### config.mk
export PLATFORM = sky130hd
export DESIGN_NAME = dff_mem_burst
export DESIGN_NICKNAME = d
export VERILOG_FILES = /design/src/rtl/dff_mem_burst_pkg.sv /design/src/rtl/dff_mem_burst_array.sv /design/src/rtl/dff_mem_burst.sv
export SDC_FILE = /design/constraint.sdc
export NUM_CORES = 1
export LEC_CHECK = 0
export ABC_AREA = 1
export CORE_MARGIN = 8
export CORE_UTILIZATION = 28
export CTS_CLUSTER_DIAMETER = 60
export DETAILED_ROUTE_END_ITERATION = 8
export PLACE_DENSITY_LB_ADDON = 0.15
export SKIP_CTS_REPAIR_TIMING = 1
export SLEW_MARGIN = 10
export SYNTH_ARGS = -nofsm -noshare
export SYNTH_HDL_FRONTEND = slang
export SYNTH_SLANG_ARGS = --single-unit
export TNS_END_PERCENT = 30
### constraint.sdc
create_clock -name clk -period 2.56 [get_ports clk]
set_clock_uncertainty 0.15 [all_clocks]
set_input_delay 0.512 -clock clk [delete_from_list [all_inputs] [get_ports clk]]
set_output_delay 0.512 -clock clk [all_outputs]
set_load 0.05 [all_outputs]
### src/rtl/dff_mem_burst_pkg.sv
// Shared types and helpers for the burst-capable DFF scratch RAM.
// Optional build macro: DFF_MEM_BURST_PARITY_EN (per-word even parity).
package dff_mem_burst_pkg;

    typedef enum logic [1:0] {
        ST_IDLE  = 2'd0,
        ST_WRITE = 2'd1,
        ST_READ  = 2'd2
    } state_e;

    // Widest data word the parity helper accepts; narrower words are zero-extended.
    localparam int PAR_MAX_W = 64;

    // Even-parity bit: makes the total number of ones (data + bit) even.
    function automatic logic calc_even_parity(input logic [PAR_MAX_W-1:0] data);
        return ^data;
    endfunction

endpackage

### src/rtl/dff_mem_burst_array.sv
// Word storage for dff_mem_burst: one synchronous write port, one
// combinational read port. Contents are deliberately not reset.
// Optional build macro: DFF_MEM_BURST_PARITY_EN (STORE_W carries the parity bit).
module dff_mem_burst_array
    import dff_mem_burst_pkg::*;
#(
    parameter int STORE_W = 8,
    parameter int DEPTH   = 16,
    parameter int ADDR_W  = $clog2(DEPTH)
)(
    input  logic               clk,
    input  logic               we,
    input  logic [ADDR_W-1:0]  waddr,
    input  logic [STORE_W-1:0] wword,
    input  logic [ADDR_W-1:0]  raddr,
    output logic [STORE_W-1:0] rword
);

    logic [STORE_W-1:0] mem_r [DEPTH];

    // Synchronous write port; addresses are always below DEPTH by construction.
    always_ff @(posedge clk) begin
        if (we) begin
            mem_r[waddr] <= wword;
        end
    end

    assign rword = mem_r[raddr];

endmodule

### src/rtl/dff_mem_burst.sv
// Parametrised DFF memory with a valid/ready burst command port, wrapping
// auto-increment addressing and a registered read stage with backpressure.
// Optional build macro: DFF_MEM_BURST_PARITY_EN (even parity per word,
// mismatch reported on rdata_perr; without it rdata_perr is constant 0).
module dff_mem_burst
    import dff_mem_burst_pkg::*;
#(
    parameter int DATA_W = 8,
    parameter int DEPTH  = 16,
    parameter int ADDR_W = $clog2(DEPTH),
    parameter int LEN_W  = 4
)(
    input  logic              clk,
    input  logic              rst,
    input  logic              req_valid,
    output logic              req_ready,
    input  logic              req_we,
    input  logic [ADDR_W-1:0] req_addr,
    input  logic [LEN_W-1:0]  req_len,
    output logic              req_err,
    input  logic              wdata_valid,
    output logic              wdata_ready,
    input  logic [DATA_W-1:0] wdata,
    output logic              rdata_valid,
    input  logic              rdata_ready,
    output logic [DATA_W-1:0] rdata,
    output logic              rdata_last,
    output logic              rdata_perr,
    output logic              busy
);

`ifdef DFF_MEM_BURST_PARITY_EN
    localparam int STORE_W = DATA_W + 1;
`else
    localparam int STORE_W = DATA_W;
`endif
    localparam logic [ADDR_W-1:0] LAST_ADDR = ADDR_W'(DEPTH - 1);
    localparam logic [ADDR_W:0]   DEPTH_EXT = (ADDR_W + 1)'(DEPTH);
    localparam logic [LEN_W-1:0]  CNT_ZERO  = {LEN_W{1'b0}};

    state_e              state_r;
    logic [ADDR_W-1:0]   ptr_r;
    logic [LEN_W-1:0]    cnt_r;
    logic [DATA_W-1:0]   rdata_r;
    logic                rdata_valid_r;
    logic                rdata_last_r;
    logic                rdata_perr_r;
    logic                req_err_r;
    logic                busy_r;

    logic                req_ready_s;
    logic                wdata_ready_s;
    logic                accept_s;
    logic                addr_bad_s;
    logic                wr_beat_s;
    logic                rd_issue_s;
    logic [ADDR_W-1:0]   ptr_next_s;
    logic [STORE_W-1:0]  wword_s;
    logic [STORE_W-1:0]  rword_s;
    logic [DATA_W-1:0]   rword_data_s;
    logic                rword_perr_s;

    // Handshake decode: commands only in IDLE once the output register can drain.
    always_comb begin
        req_ready_s   = (state_r == ST_IDLE) && (!rdata_valid_r || rdata_ready);
        wdata_ready_s = (state_r == ST_WRITE);
        accept_s      = req_valid && req_ready_s;
        addr_bad_s    = ({1'b0, req_addr} >= DEPTH_EXT);
        wr_beat_s     = wdata_ready_s && wdata_valid;
        rd_issue_s    = (state_r == ST_READ) && (!rdata_valid_r || rdata_ready);
        if (ptr_r == LAST_ADDR) begin
            ptr_next_s = {ADDR_W{1'b0}};
        end else begin
            ptr_next_s = ptr_r + ADDR_W'(1);
        end
    end

`ifdef DFF_MEM_BURST_PARITY_EN
    logic [PAR_MAX_W-1:0] par_wr_s;
    logic [PAR_MAX_W-1:0] par_rd_s;

    // Attach parity on write and recompute it on read to detect stored-bit flips.
    always_comb begin
        par_wr_s               = {PAR_MAX_W{1'b0}};
        par_wr_s[DATA_W-1:0]   = wdata;
        wword_s                = {calc_even_parity(par_wr_s), wdata};
        rword_data_s           = rword_s[DATA_W-1:0];
        par_rd_s               = {PAR_MAX_W{1'b0}};
        par_rd_s[DATA_W-1:0]   = rword_s[DATA_W-1:0];
        rword_perr_s           = calc_even_parity(par_rd_s) ^ rword_s[DATA_W];
    end
`else
    // Plain storage: the word is the data and no parity error can be raised.
    always_comb begin
        wword_s      = wdata;
        rword_data_s = rword_s;
        rword_perr_s = 1'b0;
    end
`endif

    // A beat presented on the reset edge must not reach the array.
    dff_mem_burst_array #(
        .STORE_W (STORE_W),
        .DEPTH   (DEPTH),
        .ADDR_W  (ADDR_W)
    ) u_array (
        .clk   (clk),
        .we    (wr_beat_s && !rst),
        .waddr (ptr_r),
        .wword (wword_s),
        .raddr (ptr_r),
        .rword (rword_s)
    );

    // Controller FSM plus registered read stage and status outputs.
    always_ff @(posedge clk) begin
        if (rst) begin
            state_r       <= ST_IDLE;
            ptr_r         <= {ADDR_W{1'b0}};
            cnt_r         <= CNT_ZERO;
            rdata_r       <= {DATA_W{1'b0}};
            rdata_valid_r <= 1'b0;
            rdata_last_r  <= 1'b0;
            rdata_perr_r  <= 1'b0;
            req_err_r     <= 1'b0;
            busy_r        <= 1'b0;
        end else begin
            req_err_r <= 1'b0;

            if (rd_issue_s) begin
                rdata_r       <= rword_data_s;
                rdata_valid_r <= 1'b1;
                rdata_last_r  <= (cnt_r == CNT_ZERO);
                rdata_perr_r  <= rword_perr_s;
            end else if (rdata_ready) begin
                rdata_valid_r <= 1'b0;
            end

            case (state_r)
                ST_IDLE: begin
                    if (accept_s) begin
                        if (addr_bad_s) begin
                            req_err_r <= 1'b1;
                        end else begin
                            ptr_r   <= req_addr;
                            cnt_r   <= req_len;
                            busy_r  <= 1'b1;
                            state_r <= req_we ? ST_WRITE : ST_READ;
                        end
                    end
                end
                ST_WRITE: begin
                    if (wr_beat_s) begin
                        if (cnt_r == CNT_ZERO) begin
                            state_r <= ST_IDLE;
                            busy_r  <= 1'b0;
                        end else begin
                            cnt_r <= cnt_r - LEN_W'(1);
                            ptr_r <= ptr_next_s;
                        end
                    end
                end
                ST_READ: begin
                    if (rd_issue_s) begin
                        if (cnt_r == CNT_ZERO) begin
                            state_r <= ST_IDLE;
                            busy_r  <= 1'b0;
                        end else begin
                            cnt_r <= cnt_r - LEN_W'(1);
                            ptr_r <= ptr_next_s;
                        end
                    end
                end
                default: begin
                    state_r <= ST_IDLE;
                    busy_r  <= 1'b0;
                end
            endcase
        end
    end

    assign req_ready   = req_ready_s;
    assign wdata_ready = wdata_ready_s;
    assign req_err     = req_err_r;
    assign rdata_valid = rdata_valid_r;
    assign rdata       = rdata_r;
    assign rdata_last  = rdata_last_r;
    assign rdata_perr  = rdata_perr_r;
    assign busy        = busy_r;

endmodule

# Word level (Yosys, flattened, before mapping)
# Memories as Yosys holds them, arrays and structs flattened. A register that Yosys moved wholly into a read port is not among the register bits.
# Cells that the tools add are included.
[word_totals]
ff_bits = 13
ramBits = 128
input_bits = 22
out_inout_bits = 15
n_memories = 1
[op_classes]
addsub = 2
n_eq_ne = 6
mux = 26
reduce_logical = 14
[mem_list]
columns = ["name", "depth", "width", "read_ports", "rd_ports_with_merged_regs", "write_ports", "line_no", "text"]
rows = [
  ["u_array.mem_r", 16, 8, 1, 1, 1, "dff_mem_burst_array.sv:19", "logic [STORE_W-1:0] mem_r [DEPTH];"],
]
[op_table]
columns = ["op", "count"]
rows = [
  ["2-to-1 mux 4 bit", 9],
  ["one-hot mux 4 bit (3 select lines)", 2],
  ["2-to-1 mux 2 bit", 5],
  ["2-to-1 mux 1 bit", 8],
  ["one-hot mux 2 bit (3 select lines)", 1],
  ["logical AND 1 bit", 5],
  ["adder 4 x 1 -> 4 bit, second input constant", 1],
  ["== test 4 bit, second input constant", 1],
  ["logical NOT 4 bit", 1],
  ["!= test 2 bit, second input constant", 2],
  ["AND reduction 4 bit", 1],
  ["subtractor 4 x 1 -> 4 bit, second input constant", 1],
  ["one-hot mux 1 bit (3 select lines)", 1],
  ["AND reduction 3 bit", 1],
  ["nonzero test 3 bit", 1],
  ["== test 2 x 1 -> 1 bit, second input constant", 1],
  ["== test 2 bit, second input constant", 1],
  ["logical NOT 1 bit", 2],
  ["logical NOT 2 bit", 1],
  ["!= test 2 x 1 -> 1 bit, second input constant", 1],
  ["nonzero test 2 bit", 1],
  ["logical OR 1 bit", 1],
]

# Logic depth before layout (Yosys ltp)
[logic_depth]
depth_word = 6
ltp_mapped = 9
mapped_depth_nobuf = 9

# Hierarchy
# Synthesis repeated with hierarchy kept, for this count alone.
[hier_totals]
hier_cells = 711
area_unflattened_um2 = 6734.0
[modules_own_cells]
columns = ["mod", "instances", "cells_per_inst", "area_per_inst_um2", "seq_area_each_um2"]
rows = [
  ["dff_mem_burst_array", 1, 543, 5606.6, 3843.7],
  ["dff_mem_burst", 1, 168, 1127.3, 420.4],
]

# Worst setup path before layout
# OpenSTA, ideal clock, no wires.
[synth_timing]
kind = "register -> register"
start = "register state_r[1]"
end = "memory u_array.mem_r[11][0], enable pin"
t_arrival_ns = 1.875
slack_ns = 0.152
stages_incl_launch_ff = 7
n_path_buf = 0
period_less_slack_ns = 2.408
cell_sequence = "dfxtp_1 > inv_1 > ha_1 > inv_1 > nor3_2 > inv_1 > nor3_1"
[synth_via]
elab_chain_len = 5
[synth_lines]
columns = ["item", "line_no", "text"]
rows = [
  ["from (decl)", "dff_mem_burst.sv:41", "state_e state_r;"],
  ["from (signal assigned)", "dff_mem_burst.sv:148", "state_r <= req_we ? ST_WRITE : ST_READ;"],
  ["== test 2 x 1 -> 1 bit", "dff_mem_burst.sv:66", "wdata_ready_s = (state_r == ST_WRITE);"],
  ["net wdata_ready", "dff_mem_burst.sv:22", "output logic wdata_ready,"],
  ["logical AND 1 bit", "dff_mem_burst.sv:69", "wr_beat_s = wdata_ready_s && wdata_valid;"],
  ["logical AND 1 bit", "dff_mem_burst.sv:108", ".we (wr_beat_s && !rst),"],
  ["2-to-1 mux 1 bit", "dff_mem_burst_array.sv:23", "if (we) begin"],
  ["2-to-1 mux 1 bit (implied by the code)", "dff_mem_burst_array.sv:24", "mem_r[waddr] <= wword;"],
  ["to (decl)", "dff_mem_burst_array.sv:19", ""],
]
# The timed path passes the listed nets, and every way through them passes these cells.

# Final worst setup path
[layout_timing]
start = "register rdata_valid_r, in the netlist rdata_valid"
end = "output rdata_valid"
[layout_rtl]
columns = ["item", "line_no", "text"]
rows = [
  ["from (decl)", "dff_mem_burst.sv:45", "logic rdata_valid_r;"],
  ["from (signal assigned)", "dff_mem_burst.sv:122", "rdata_valid_r <= 1'b0;"],
  ["from (signal assigned)", "dff_mem_burst.sv:132", "rdata_valid_r <= 1'b1;"],
  ["from (signal assigned)", "dff_mem_burst.sv:136", "rdata_valid_r <= 1'b0;"],
  ["to (decl)", "dff_mem_burst.sv:24", "output logic rdata_valid,"],
]
# No word-level cell between the ends.

==> metrics.yaml <==
setup_path:
  reg2reg_slack_ns: 0.47
  crit_slowest_cell: "clkdlybuf4s50_1"
  path_max_fanout: 4
  criticalPathCategory: "register to output pin"
  cp.depth: 1
  crit_buf_inv: 1
  r2r-start: "ptr_r[1]"
  startpoint: "rdata_valid"
  reg2reg_depth: 6
  crit_family: "buffers and inverters"
  end_kind: "output pin"
  cp-endpoint: "rdata_valid"
  max_stage_delay_ns: 0.83
  startpoint_type: "register"
  required_ns: 1.90
  worst_ep_arrival_time_ns: 1.63
  path_cells: "clkdlybuf4s50_1"
  reg2reg_to: "u_array.mem_r[1][0]"
clock_network:
  cts_made_buffers: 17
  htree_levels: 4
  clk_latency_ns: 0.42
  clockBufferDepth: 2
  clk_transition_reported_paths_ns: 0.06
  cts_tree: "yes"
  cts_root_buffer: "clkbuf_16"
  cts.sink_count: 149
die:
  std_cell_rows: 56
  die_h_um: 171
  dieArea_um2: 29200
  die_w_um: 171
  initial_core_util_pct: 28.6
  ios: 37
  core-area_um2: 23500
power:
  combPwrFrac_pct: 33.7
  leakagePower_nw: 3.35
  pwr-share-seq_pct: 35.1
  p_int_mw: 5.25
  power.share.switching_pct: 36.8
  power.density_nw_per_um2: 1020
  vdd_ir_drop_max_v: 0.000408
  switching_power_mw: 3.05
  p_total_mw: 8.30
  p_clk_share_pct: 31.3
synth:
  yosys_warnings: 0
  ys_ff_latch: 149
  syn_avg_cell_area_um2: 9.66
  syn_inst: 695
  synth_top_cells_by_area: "edfxtp_1 57%, nand2_1 12%, dfxtp_1 6.3%, inv_1 5.5%, nand3_1 5.4%"
  yosysSeqAreaShare_pct: 63.5
  syn-cell-area_um2: 6710
  synth_cell_type_count: 28
  netlist.area_leader.share_pct: 57.3
  yosysTopAreaCell: "edfxtp_1"
finish:
  final_cell_mix: "213 x nand2_1, 128 x edfxtp_1, 99 x inv_1"
  fin_util_pct: 34.7
  layout_commonest_cell: "nand2_1"
  layout-drive-gt1-share_pct: 10.8
  diodes: 0
  final_area_um2: 8140
  fin_nets: 788
  area_delta_synth_final_pct: 21.2
drt:
  postRouteAntennaNets: 0
  drc: 0
  post_drt_via_cell_ratio: 4.34
  vias: 4724
  wl_per_cell_um: 15.9
  drtIter0Drc: 310
  firstDrtPassIters: 5
  wl_um: 17300
timing:
  slew_headroom_pct: 62.6
  fin_crit_ns: 2.29
  fmax_ghz: 0.437
  setup_viol: 0
  post-route-period-util_pct: 89.4
  holdWs_ns: 0.314
  slew_violations: 0
  rsz0062_at_grt: "no"
  worst_slew_pin_slew_ns: 0.560
  setup_slack_ns: 0.271
  final_hold_viol_count: 0
hold_path:
  hp-class: "register to register"
place:
  io_buffers: 34
  place_area_um2: 7520
  place_ws_ns: 0.172
  place_congestion: 0.855
  dp_hpwl_um: 12100
global_routing:
  grt_pass1_wl_um: 27400
  grt_overflow: 0
  track_usage_pct: 12.5
  antenna_found_initial: 0
  grt_max_degree: 35
  grt_pass1_vias: 4901
outcome:
  status: "completed"
run:
  cap_violations: 0
-- Yosys cell counts --
cell	number
a21boi_0	1
ha_1	9
nor2_2	4
nor2_1	58
nand2_1	213
clkinv_1	1
buf_6	8
nand2_2	3
buf_4	9
o21ai_0	29
buf_8	1
a21oi_1	11
or2_1	1
conb_1	1
clkbuf_2	1
buf_2	8
inv_2	3
clkbuf_1	2
inv_1	99
nand4_1	3
dfxtp_1	21
nor3_2	1
nand3_2	3
inv_4	1
nor3_1	3
edfxtp_1	128
o21ai_1	1
nand3_1	72
-- through the flow --
stage,setup TNS (ns),instances
finish,0,1088
global route,0,1088
CTS,-0.0196,1088
detailed placement,0,1057
global placement,0,1057
floorplan,0,696
-- flip-flops by register name, indices dropped and copies added (netlist names) --
signal and flops:
u_array.mem_r 128, rdata 8, cnt_r 4, ptr_r 4, state_r 2, busy 1
rdata_last 1, rdata_valid 1
-- area by class of cell --
class,count,area (um^2)
clock inverters,12,180
inverters,104,393
multi-input cells,414,1830
well taps,319,399
flip-flops and latches,149,4270
repair buffers,71,631
clock buffers,19,433
fillers,2394,15300
-- logic make-up after synthesis --
family,count (synthesis),synth area share [%]
AND/OR/NAND/NOR,361,22.4
adder cells (fa/ha/maj),9,1.68
other,1,0.0559
AO/OA/AOI/OAI,42,3.17
flip-flops,149,63.5
buffers and inverters,133,9.21
-- metal layers --
metal / GRT usage [%] / share of wire, % / up-vias
met5: 0 / 0 / -
met2: 21.1 / 48 / 95
li1: - / - / 2350
met4: 2.46 / 0.47 / 0
met3: 3.43 / 4.4 / 9
met1: 15.7 / 47 / 2270
-- worst min-delay path by stage --
stage	end	slack, ns	depth (start not counted)	from
final	busy	0.31	2	busy
after global routing	busy	0.34	2	busy
after CTS	busy	0.31	2	busy
after detailed placement	busy	0.31	2	busy
after global placement	busy	0.31	2	busy
after floorplan	cnt_r[2]	0.31	2	cnt_r[2]
-- power groups by stage --
stage                     Sequential (mW)  Combinational [mW]  Clock, mW
after floorplan                      3.07                1.87          0
after global placement               2.96                2.78          0
after detailed placement             2.96                2.80          0
after CTS                            2.91                2.81       2.66
after global routing                 2.93                3.12       2.76
final                                2.91                2.80       2.60
(Power assumes the default switching activity.)
